===== config.mk =====
export PLATFORM = sky130hd
export DESIGN_NAME = pi_bus_frontend
export DESIGN_NICKNAME = d
export VERILOG_FILES = /design/src/rtl/pi_bus_frontend.sv
export SDC_FILE = /design/constraint.sdc
export NUM_CORES = 1
export LEC_CHECK = 0
export ABC_AREA = 1
export CAP_MARGIN = 20
export CORE_ASPECT_RATIO = 0.9
export CORE_UTILIZATION = 35
export DETAILED_ROUTE_END_ITERATION = 16
export PLACE_DENSITY_LB_ADDON = 0.12
export SYNTH_ARGS = -nofsm -noshare
export SYNTH_HDL_FRONTEND = slang
export SYNTH_SLANG_ARGS = --single-unit

===== constraint.sdc =====
create_clock -name PI_CLK -period 3.6 [get_ports PI_CLK]
set_input_delay 0.9 -clock PI_CLK [delete_from_list [all_inputs] [get_ports PI_CLK]]
set_output_delay 0.9 -clock PI_CLK [all_outputs]
set_load 0.05 [all_outputs]

===== src/rtl/pi_bus_frontend.sv =====
// pi_bus_frontend
//   Pi-side front end for the 68K bridge. It synchronises the Pi GPIO read and
//   write strobes into the PI_CLK domain, decodes register writes (DATA,
//   ADDR_LO, ADDR_HI, STATUS), generates the address/data latch strobes,
//   captures the 68K operation fields and owns the transaction handshake.
//
// Ports
//   PI_CLK, RESET          : 200 MHz clock, asynchronous active-high reset
//   PI_A, PI_RD, PI_WR     : Pi register select and raw (async) strobes
//   PI_D_IN                : Pi data bus, input side
//   PI_D_OUT, PI_D_OE      : STATUS readback word and its output enable
//   IPL, RESET_IN          : 68K interrupt level / reset sense (already synced)
//   TXN_DONE               : one-cycle "bus cycle complete" from the bus FSM
//   LTCH_A_LO/A_HI/D_WR    : address/data latch strobes
//   LTCH_D_RD_OE_n         : read-data latch output enable (combinational)
//   TXN_START, TXN_BUSY    : new-cycle pulse and in-progress flag
//   OP_RW/UDS_n/LDS_n/FC   : 68K cycle direction, data strobes, function code
//   RESET_OUT, SM_RESET    : 68K reset request level, bus FSM reset pulse
module pi_bus_frontend #(
  parameter int SYNC_STAGES = 2,
  parameter int LTCH_PULSE  = 4
) (
  input  logic        PI_CLK,
  input  logic        RESET,
  input  logic [1:0]  PI_A,
  input  logic        PI_RD,
  input  logic        PI_WR,
  input  logic [15:0] PI_D_IN,
  output logic [15:0] PI_D_OUT,
  output logic        PI_D_OE,
  input  logic [2:0]  IPL,
  input  logic        RESET_IN,
  input  logic        TXN_DONE,
  output logic        LTCH_A_LO,
  output logic        LTCH_A_HI,
  output logic        LTCH_D_WR,
  output logic        LTCH_D_RD_OE_n,
  output logic        TXN_START,
  output logic        TXN_BUSY,
  output logic        OP_RW,
  output logic        OP_UDS_n,
  output logic        OP_LDS_n,
  output logic [2:0]  OP_FC,
  output logic        RESET_OUT,
  output logic        SM_RESET
);

  localparam logic [3:0] PULSE_LOAD = 4'(LTCH_PULSE);
  localparam logic [1:0] REG_DATA   = 2'd0;
  localparam logic [1:0] REG_ADDR_LO = 2'd1;
  localparam logic [1:0] REG_ADDR_HI = 2'd2;
  localparam logic [1:0] REG_STATUS  = 2'd3;

  logic [SYNC_STAGES-1:0] rd_sync_q, rd_sync_d;
  logic [SYNC_STAGES-1:0] wr_sync_q, wr_sync_d;
  logic        wr_prev_q, wr_prev_d;
  logic        a0_q, a0_d;
  logic        overrun_q, overrun_d;
  logic        busy_q, busy_d;
  logic        txn_start_q, txn_start_d;
  logic        sm_reset_q, sm_reset_d;
  logic        reset_out_q, reset_out_d;
  logic        op_rw_q, op_rw_d;
  logic        op_uds_n_q, op_uds_n_d;
  logic        op_lds_n_q, op_lds_n_d;
  logic [2:0]  op_fc_q, op_fc_d;
  logic [3:0]  cnt_d_wr_q, cnt_d_wr_d;
  logic [3:0]  cnt_a_lo_q, cnt_a_lo_d;
  logic [3:0]  cnt_a_hi_q, cnt_a_hi_d;
  logic        ltch_d_wr_q, ltch_d_wr_d;
  logic        ltch_a_lo_q, ltch_a_lo_d;
  logic        ltch_a_hi_q, ltch_a_hi_d;
  logic        pi_d_oe_q, pi_d_oe_d;
  logic [15:0] pi_d_out_q, pi_d_out_d;

  logic        wr_rise;
  logic        hi_write;
  logic        hi_accept;
  logic        unused_data_bits;

  // Data bits that carry no meaning in any register.
  assign unused_data_bits = ^{PI_D_IN[12:10], PI_D_IN[7:3]};

  // Next-state logic: synchronisers, write decode, latch counters,
  // transaction handshake and the registered STATUS read path.
  always_comb begin
    rd_sync_d   = {rd_sync_q[SYNC_STAGES-2:0], PI_RD};
    wr_sync_d   = {wr_sync_q[SYNC_STAGES-2:0], PI_WR};
    wr_prev_d   = wr_sync_q[SYNC_STAGES-1];
    wr_rise     = wr_sync_q[SYNC_STAGES-1] & ~wr_prev_q;

    a0_d        = a0_q;
    overrun_d   = overrun_q;
    reset_out_d = reset_out_q;
    op_rw_d     = op_rw_q;
    op_uds_n_d  = op_uds_n_q;
    op_lds_n_d  = op_lds_n_q;
    op_fc_d     = op_fc_q;
    txn_start_d = 1'b0;
    sm_reset_d  = 1'b0;

    cnt_d_wr_d  = (cnt_d_wr_q != 4'd0) ? cnt_d_wr_q - 4'd1 : 4'd0;
    cnt_a_lo_d  = (cnt_a_lo_q != 4'd0) ? cnt_a_lo_q - 4'd1 : 4'd0;
    cnt_a_hi_d  = (cnt_a_hi_q != 4'd0) ? cnt_a_hi_q - 4'd1 : 4'd0;

    // A completion arriving on the same cycle frees the slot for the new
    // command, so the start is taken rather than flagged as an overrun.
    hi_write    = wr_rise && (PI_A == REG_ADDR_HI);
    hi_accept   = hi_write && (!busy_q || TXN_DONE);

    if (wr_rise) begin
      case (PI_A)
        REG_DATA: cnt_d_wr_d = PULSE_LOAD;
        REG_ADDR_LO: begin
          a0_d       = PI_D_IN[0];
          cnt_a_lo_d = PULSE_LOAD;
        end
        REG_ADDR_HI: begin
          if (hi_accept) begin
            op_rw_d     = PI_D_IN[9];
            op_fc_d     = PI_D_IN[15:13];
            op_uds_n_d  = PI_D_IN[8] ? a0_q : 1'b0;
            op_lds_n_d  = PI_D_IN[8] ? ~a0_q : 1'b0;
            cnt_a_hi_d  = PULSE_LOAD;
            txn_start_d = 1'b1;
          end else begin
            overrun_d   = 1'b1;
          end
        end
        default: begin
          reset_out_d = PI_D_IN[1];
          sm_reset_d  = PI_D_IN[0];
          if (PI_D_IN[2]) overrun_d = 1'b0;
        end
      endcase
    end

    // A start always wins; otherwise completion or a bus-FSM reset frees it.
    if (hi_accept)                  busy_d = 1'b1;
    else if (TXN_DONE || sm_reset_d) busy_d = 1'b0;
    else                            busy_d = busy_q;

    ltch_d_wr_d = (cnt_d_wr_d != 4'd0);
    ltch_a_lo_d = (cnt_a_lo_d != 4'd0);
    ltch_a_hi_d = (cnt_a_hi_d != 4'd0);

    pi_d_oe_d   = rd_sync_q[SYNC_STAGES-1] && (PI_A == REG_STATUS);
    pi_d_out_d  = {IPL, 10'b0, overrun_q, RESET_IN, 1'b0};
  end

  // State register; every output is a flop except LTCH_D_RD_OE_n.
  always_ff @(posedge PI_CLK or posedge RESET) begin
    if (RESET) begin
      rd_sync_q   <= '0;
      wr_sync_q   <= '0;
      wr_prev_q   <= 1'b0;
      a0_q        <= 1'b0;
      overrun_q   <= 1'b0;
      busy_q      <= 1'b0;
      txn_start_q <= 1'b0;
      sm_reset_q  <= 1'b0;
      reset_out_q <= 1'b0;
      op_rw_q     <= 1'b1;
      op_uds_n_q  <= 1'b1;
      op_lds_n_q  <= 1'b1;
      op_fc_q     <= 3'b111;
      cnt_d_wr_q  <= 4'd0;
      cnt_a_lo_q  <= 4'd0;
      cnt_a_hi_q  <= 4'd0;
      ltch_d_wr_q <= 1'b0;
      ltch_a_lo_q <= 1'b0;
      ltch_a_hi_q <= 1'b0;
      pi_d_oe_q   <= 1'b0;
      pi_d_out_q  <= 16'd0;
    end else begin
      rd_sync_q   <= rd_sync_d;
      wr_sync_q   <= wr_sync_d;
      wr_prev_q   <= wr_prev_d;
      a0_q        <= a0_d;
      overrun_q   <= overrun_d;
      busy_q      <= busy_d;
      txn_start_q <= txn_start_d;
      sm_reset_q  <= sm_reset_d;
      reset_out_q <= reset_out_d;
      op_rw_q     <= op_rw_d;
      op_uds_n_q  <= op_uds_n_d;
      op_lds_n_q  <= op_lds_n_d;
      op_fc_q     <= op_fc_d;
      cnt_d_wr_q  <= cnt_d_wr_d;
      cnt_a_lo_q  <= cnt_a_lo_d;
      cnt_a_hi_q  <= cnt_a_hi_d;
      ltch_d_wr_q <= ltch_d_wr_d;
      ltch_a_lo_q <= ltch_a_lo_d;
      ltch_a_hi_q <= ltch_a_hi_d;
      pi_d_oe_q   <= pi_d_oe_d;
      pi_d_out_q  <= pi_d_out_d;
    end
  end

  // The read latch must open with no synchroniser delay, so it decodes the
  // raw pins; reset forces it closed like every other output.
  assign LTCH_D_RD_OE_n = RESET | ~((PI_A == REG_DATA) & PI_RD);

  assign PI_D_OUT  = pi_d_out_q;
  assign PI_D_OE   = pi_d_oe_q;
  assign LTCH_A_LO = ltch_a_lo_q;
  assign LTCH_A_HI = ltch_a_hi_q;
  assign LTCH_D_WR = ltch_d_wr_q;
  assign TXN_START = txn_start_q;
  assign TXN_BUSY  = busy_q;
  assign OP_RW     = op_rw_q;
  assign OP_UDS_n  = op_uds_n_q;
  assign OP_LDS_n  = op_lds_n_q;
  assign OP_FC     = op_fc_q;
  assign RESET_OUT = reset_out_q;
  assign SM_RESET  = sm_reset_q;

endmodule


==> results of run 1 <==
## worst paths after layout
check | from | to | slack (ps) | depth (start not counted)
worst max-delay path | PI_A[0] | LTCH_D_RD_OE_n | 800 | 4
worst min-delay path | rd_sync_q[0] | rd_sync_q[1] | 350 | 0
worst max register to register | wr_sync_q[1] | OP_RW | 2440 | 6
worst min register to register | rd_sync_q[0] | rd_sync_q[1] | 350 | 0
max in group asynchronous | RESET | OP_FC[0] | 2180 | 3
min in group asynchronous | RESET | wr_prev_q | 1070 | 3
## power by group
group	switching, mW	internal (mW)	leakage, nW
Sequential	0.0279	0.487	0.476
Combinational	0.226	0.103	0.498
Clock	0.147	0.155	0.0482
Total	0.400	0.745	1.02
## routing by layer
metal	vias up	routed length [um]	track usage, %
li1	579	-	-
met1	545	1300	15.8
met2	33	1510	24.1
met3	6	141	4.75
met4	0	54	7.60
met5	-	0	0
## synth_stat cells (all sizes together)
library cell | number | area, um2
a21boi | 1 | 7.51
a21oi | 1 | 5.00
buf | 12 | 93.8
conb | 1 | 3.75
dfrtp | 32 | 801
dfstp | 6 | 158
inv | 24 | 90.1
nand2 | 44 | 165
nand3 | 12 | 72.6
nor2 | 22 | 95.1
nor3 | 2 | 10.0
o211ai | 2 | 15.0
o21ai | 10 | 57.6
## layout make-up
class / instances / area share, %
Tap cell: 60 / 3.63
Clock inverter: 1 / 0.242
Sequential cell: 38 / 46.3
Multi-Input combinational cell: 105 / 22.7
Inverter: 24 / 4.35
Clock buffer: 7 / 4.17
Timing Repair Buffer: 39 / 18.6
## critical path, stage by stage
cell,delay [ps]
clkdlybuf4s50_1,520
nor2_1,190
nand3_1,90
buf_4,200
## flip-flops by register name, summed over array words and instances (netlist names), 2 cells and up
name,flops
cnt_a_lo_q,4
cnt_d_wr_q,4
PI_D_OUT,5
OP_FC,3
cnt_a_hi_q,4
wr_sync_q,2
rd_sync_q,2
## cell families after synthesis
| logic type | synth area share (%) |
|---|---|
| simple gates | 21.8 |
| flops | 60.9 |
| buf+inv | 11.7 |
| compound gates | 5.41 |
| other cells | 0.238 |
==> flow_summary.ini, run 1 <==
[outcome]
outcome = finished clean

[synth]
syn_area_um2 = 1570
synth.distinct_cells = 19
synth_warnings = 0
synth_seq_cells = 38
netlist_instances = 169
yosysSeqAreaShare_pct = 60.9
avgSynthCellArea_um2 = 9.31

[global_routing]
grt-ovfl-total = 0
track_usage_pct = 14.2
grt_start_max_net_pins = 39
antenna_found_initial = 0
grt_pass1_vias = 1153
grt_pass1_wl_um = 4970

[timing]
slew_violations = 0
fin_ws_ps = 802
whs_ps = 350
finClkSkew_ps = 4.08
rsz0062_at_grt = false
tns_ps = 0
period_needed_ps = 2800
slew_headroom_pct = 65.2
fin_crit_sh_pct = 77.7
tightest_slew_ps = 520
hold_viol_final = 0
fmax_mhz = 357
setup_violations = 0

[die]
core_area_um2 = 4180
pin_count = 58
fp.dieArea_um2 = 4770
num_rows = 22
fp.dieH_um = 65.6
start_util_pct = 37.6
die_x_um = 72.7

[clock_tree]
clk_path_buf_depth = 2
holdBufCountCts = 0
cts_tree = done
post_cts_buffers = 0
cts_max_level = 2
clk_latency_ps = 290
cts_resized = 0
numCtsBuffers = 5
path_clk_slew_ps = 70
root_buffer = clkbuf_8
cts_sinks = 38

[layout]
seq_area_um2 = 958
fillers = 400
nets = 240
area_growth_pct = 31.5
drive_gt1_share_pct = 10.7
final_util_pct = 49.5
final_cell_mix = nand2_1 (44), clkdlybuf4s50_1 (37), dfrtp_1 (32)
fin_cells = 274
multi_input_area_um2 = 469
mostFrequentLayoutCell = nand2_1
antenna_cells = 0
fin_area_um2 = 2070

[placed_design]
dp_cells = 266
dp_hpwl_um = 2210
numPortBuffers = 38
place_ws_ps = 794
dpl_cell_area_um2 = 1980
place_congestion = 0.731

[detailed_routing]
drt-total-wl_um = 3010
post-route-drc-count = 0
vias = 1163
via_per_inst = 4.24
drtIter0Drc = 57
drtPass1Iterations = 6
routedWlPerCell_um = 11.0
ant_nets = 0

[critical_path]
critPathKind = input port to primary output
worst_ep_required_time_ps = 2700
cp-end-kind = primary output
start_kind = input port
cp_data_arrival_time_ps = 1900
crit_fanout = 7

[pwr]
static-leakage-power_nw = 1.02
p_total_mw = 1.14
p_per_area_nw_per_um2 = 553
ir_worst_vdd_v = 0.000256

[worst_hold_path]
hold_path_class = flop to flop

[job]
drv_cap = 0
No activity file was read; power rests on OpenSTA's default activity.
==> run 2: changes to the inputs <==
clock period = 2.45 ns   (was 3.6 ns; I/O delays follow)
==> run 2 against run 1 <==
Die area stayed put. Global-route usage is 0.39 points higher. Sequential power is 48% higher. Combinational power is 47% higher. Critical endpoint is now OP_FC[1].
==> flow_summary.ini, run 2 (synthesis gave the netlist of run 1 again) <==
[timing]
tightest_slew_ps = 507
slew_violations = 0
fin_crit_sh_pct = 90.7
whs_ps = 355
setup_violations = 0
finClkSkew_ps = 4.04
tns_ps = 0
hold_viol_final = 0
period_needed_ps = 2220
fmax_mhz = 450
slew_headroom_pct = 66.1
rsz0062_at_grt = false
fin_ws_ps = 228

[critical_path]
rrSetupSlack_ps = 1300
cp_data_arrival_time_ps = 1610
timing.rr.end = OP_FC[1]
critPathKind = flop to primary output
start_kind = flop
cp.buffers_inverters = 1
cpLargestDelayFamily = buffers and inverters
r2r-start = wr_prev_q
path_cells = clkdlybuf4s50_1
worst_ep_required_time_ps = 1840
cp-end-kind = primary output
cp_slowest_cell = clkdlybuf4s50_1
slowest_delay_ps = 800
crit_fanout = 2
r2r_cells = 5

[global_routing]
grt_pass1_vias = 1198
grt_start_max_net_pins = 39
grt_pass1_wl_um = 5260
grt-ovfl-total = 0
antenna_found_initial = 0
track_usage_pct = 14.6

[placed_design]
dp_hpwl_um = 2130
place_ws_ps = 293
dpl_cell_area_um2 = 2000
place_congestion = 0.745
numPortBuffers = 38

[detailed_routing]
ant_nets = 0
routedWlPerCell_um = 10.7
post-route-drc-count = 0
drt-total-wl_um = 2950
via_per_inst = 4.19
drtPass1Iterations = 4
vias = 1153
drtIter0Drc = 68

[worst_hold_path]
whs_path_depth = 0
min_to = rd_sync_q[1]
hold_path_class = flop to flop
hp-start = rd_sync_q[0]

[clock_tree]
cts_tree = done
cts_resized = 0
root_buffer = clkbuf_8
numCtsBuffers = 5
clk_latency_ps = 280
cts_sinks = 38
path_clk_slew_ps = 70
cts_max_level = 2
post_cts_buffers = 0
clk_path_buf_depth = 2
holdBufCountCts = 0

[job]
drv_cap = 0

[die]
pin_count = 58
fp.dieH_um = 65.6
num_rows = 22
die_x_um = 72.7
start_util_pct = 37.6
fp.dieArea_um2 = 4770
core_area_um2 = 4180

[pwr]
ir_worst_vdd_v = 0.000621
p_per_area_nw_per_um2 = 798
static-leakage-power_nw = 1.03

[layout]
mostFrequentLayoutCell = nand2_1
largest_reg_flops = 5
drive_gt1_share_pct = 11.6
fin_area_um2 = 2090
nets = 241
final_util_pct = 50.0
antenna_cells = 0
area_growth_pct = 33.0
final_cell_mix = nand2_1 (44), clkdlybuf4s50_1 (37), dfrtp_1 (32)

[outcome]
outcome = finished clean
run 2: changes by cell type in the layout (fill, tap and decap cells not counted), sizes merged:
cell	change
buf	+1
clkinvlp	+1
inv	-1
run 2: power by group:
group / switching [mW] / leakage (nW) / internal (mW) / total (mW)
combinational: 0.330 / 0.504 / 0.154 / 0.484
sequential: 0.0439 / 0.476 / 0.716 / 0.760
clock: 0.201 / 0.0482 / 0.227 / 0.428
total: 0.575 / 1.03 / 1.10 / 1.67
run 2: worst max-delay path by stage:
stage               startpoint              to  slack, ps  depth (start not counted)
global route          OP_LDS_n        OP_LDS_n        180                          1
global placement       PI_A[1]  LTCH_D_RD_OE_n        300                          4
CTS                   OP_FC[1]        OP_FC[1]        210                          1
finish                OP_FC[1]        OP_FC[1]        230                          1
floorplan                RESET  LTCH_D_RD_OE_n         80                          2
detailed placement     PI_A[1]  LTCH_D_RD_OE_n        290                          4
run 2: metal layers:
metal  up-vias  global-route usage (%)  routed length (um)
met2        26                    23.4                1510
met1       538                    18.0                1320
met3         4                    4.29                 101
li1        585                       -                   -
met4         0                    7.11                  26
met5         -                       0                   0
run 2: final cells by class:
| cell class | count | area (um2) |
|---|---|---|
| clock buffers | 7 | 86.3 |
| clock inverters | 1 | 5.00 |
| fillers | 408 | 2090 |
| inverters | 24 | 93.8 |
| multi-input cells | 105 | 469 |
| flip-flops and latches | 38 | 958 |
| well taps | 60 | 75.1 |
| repair buffers | 40 | 405 |
run 2: stage by stage:
step                      instances  total power [mW]
final                           275              1.67
after global routing            275              1.76
after CTS                       275              1.69
after detailed placement        267              1.25
after global placement          267              1.24
after floorplan                 179              1.11
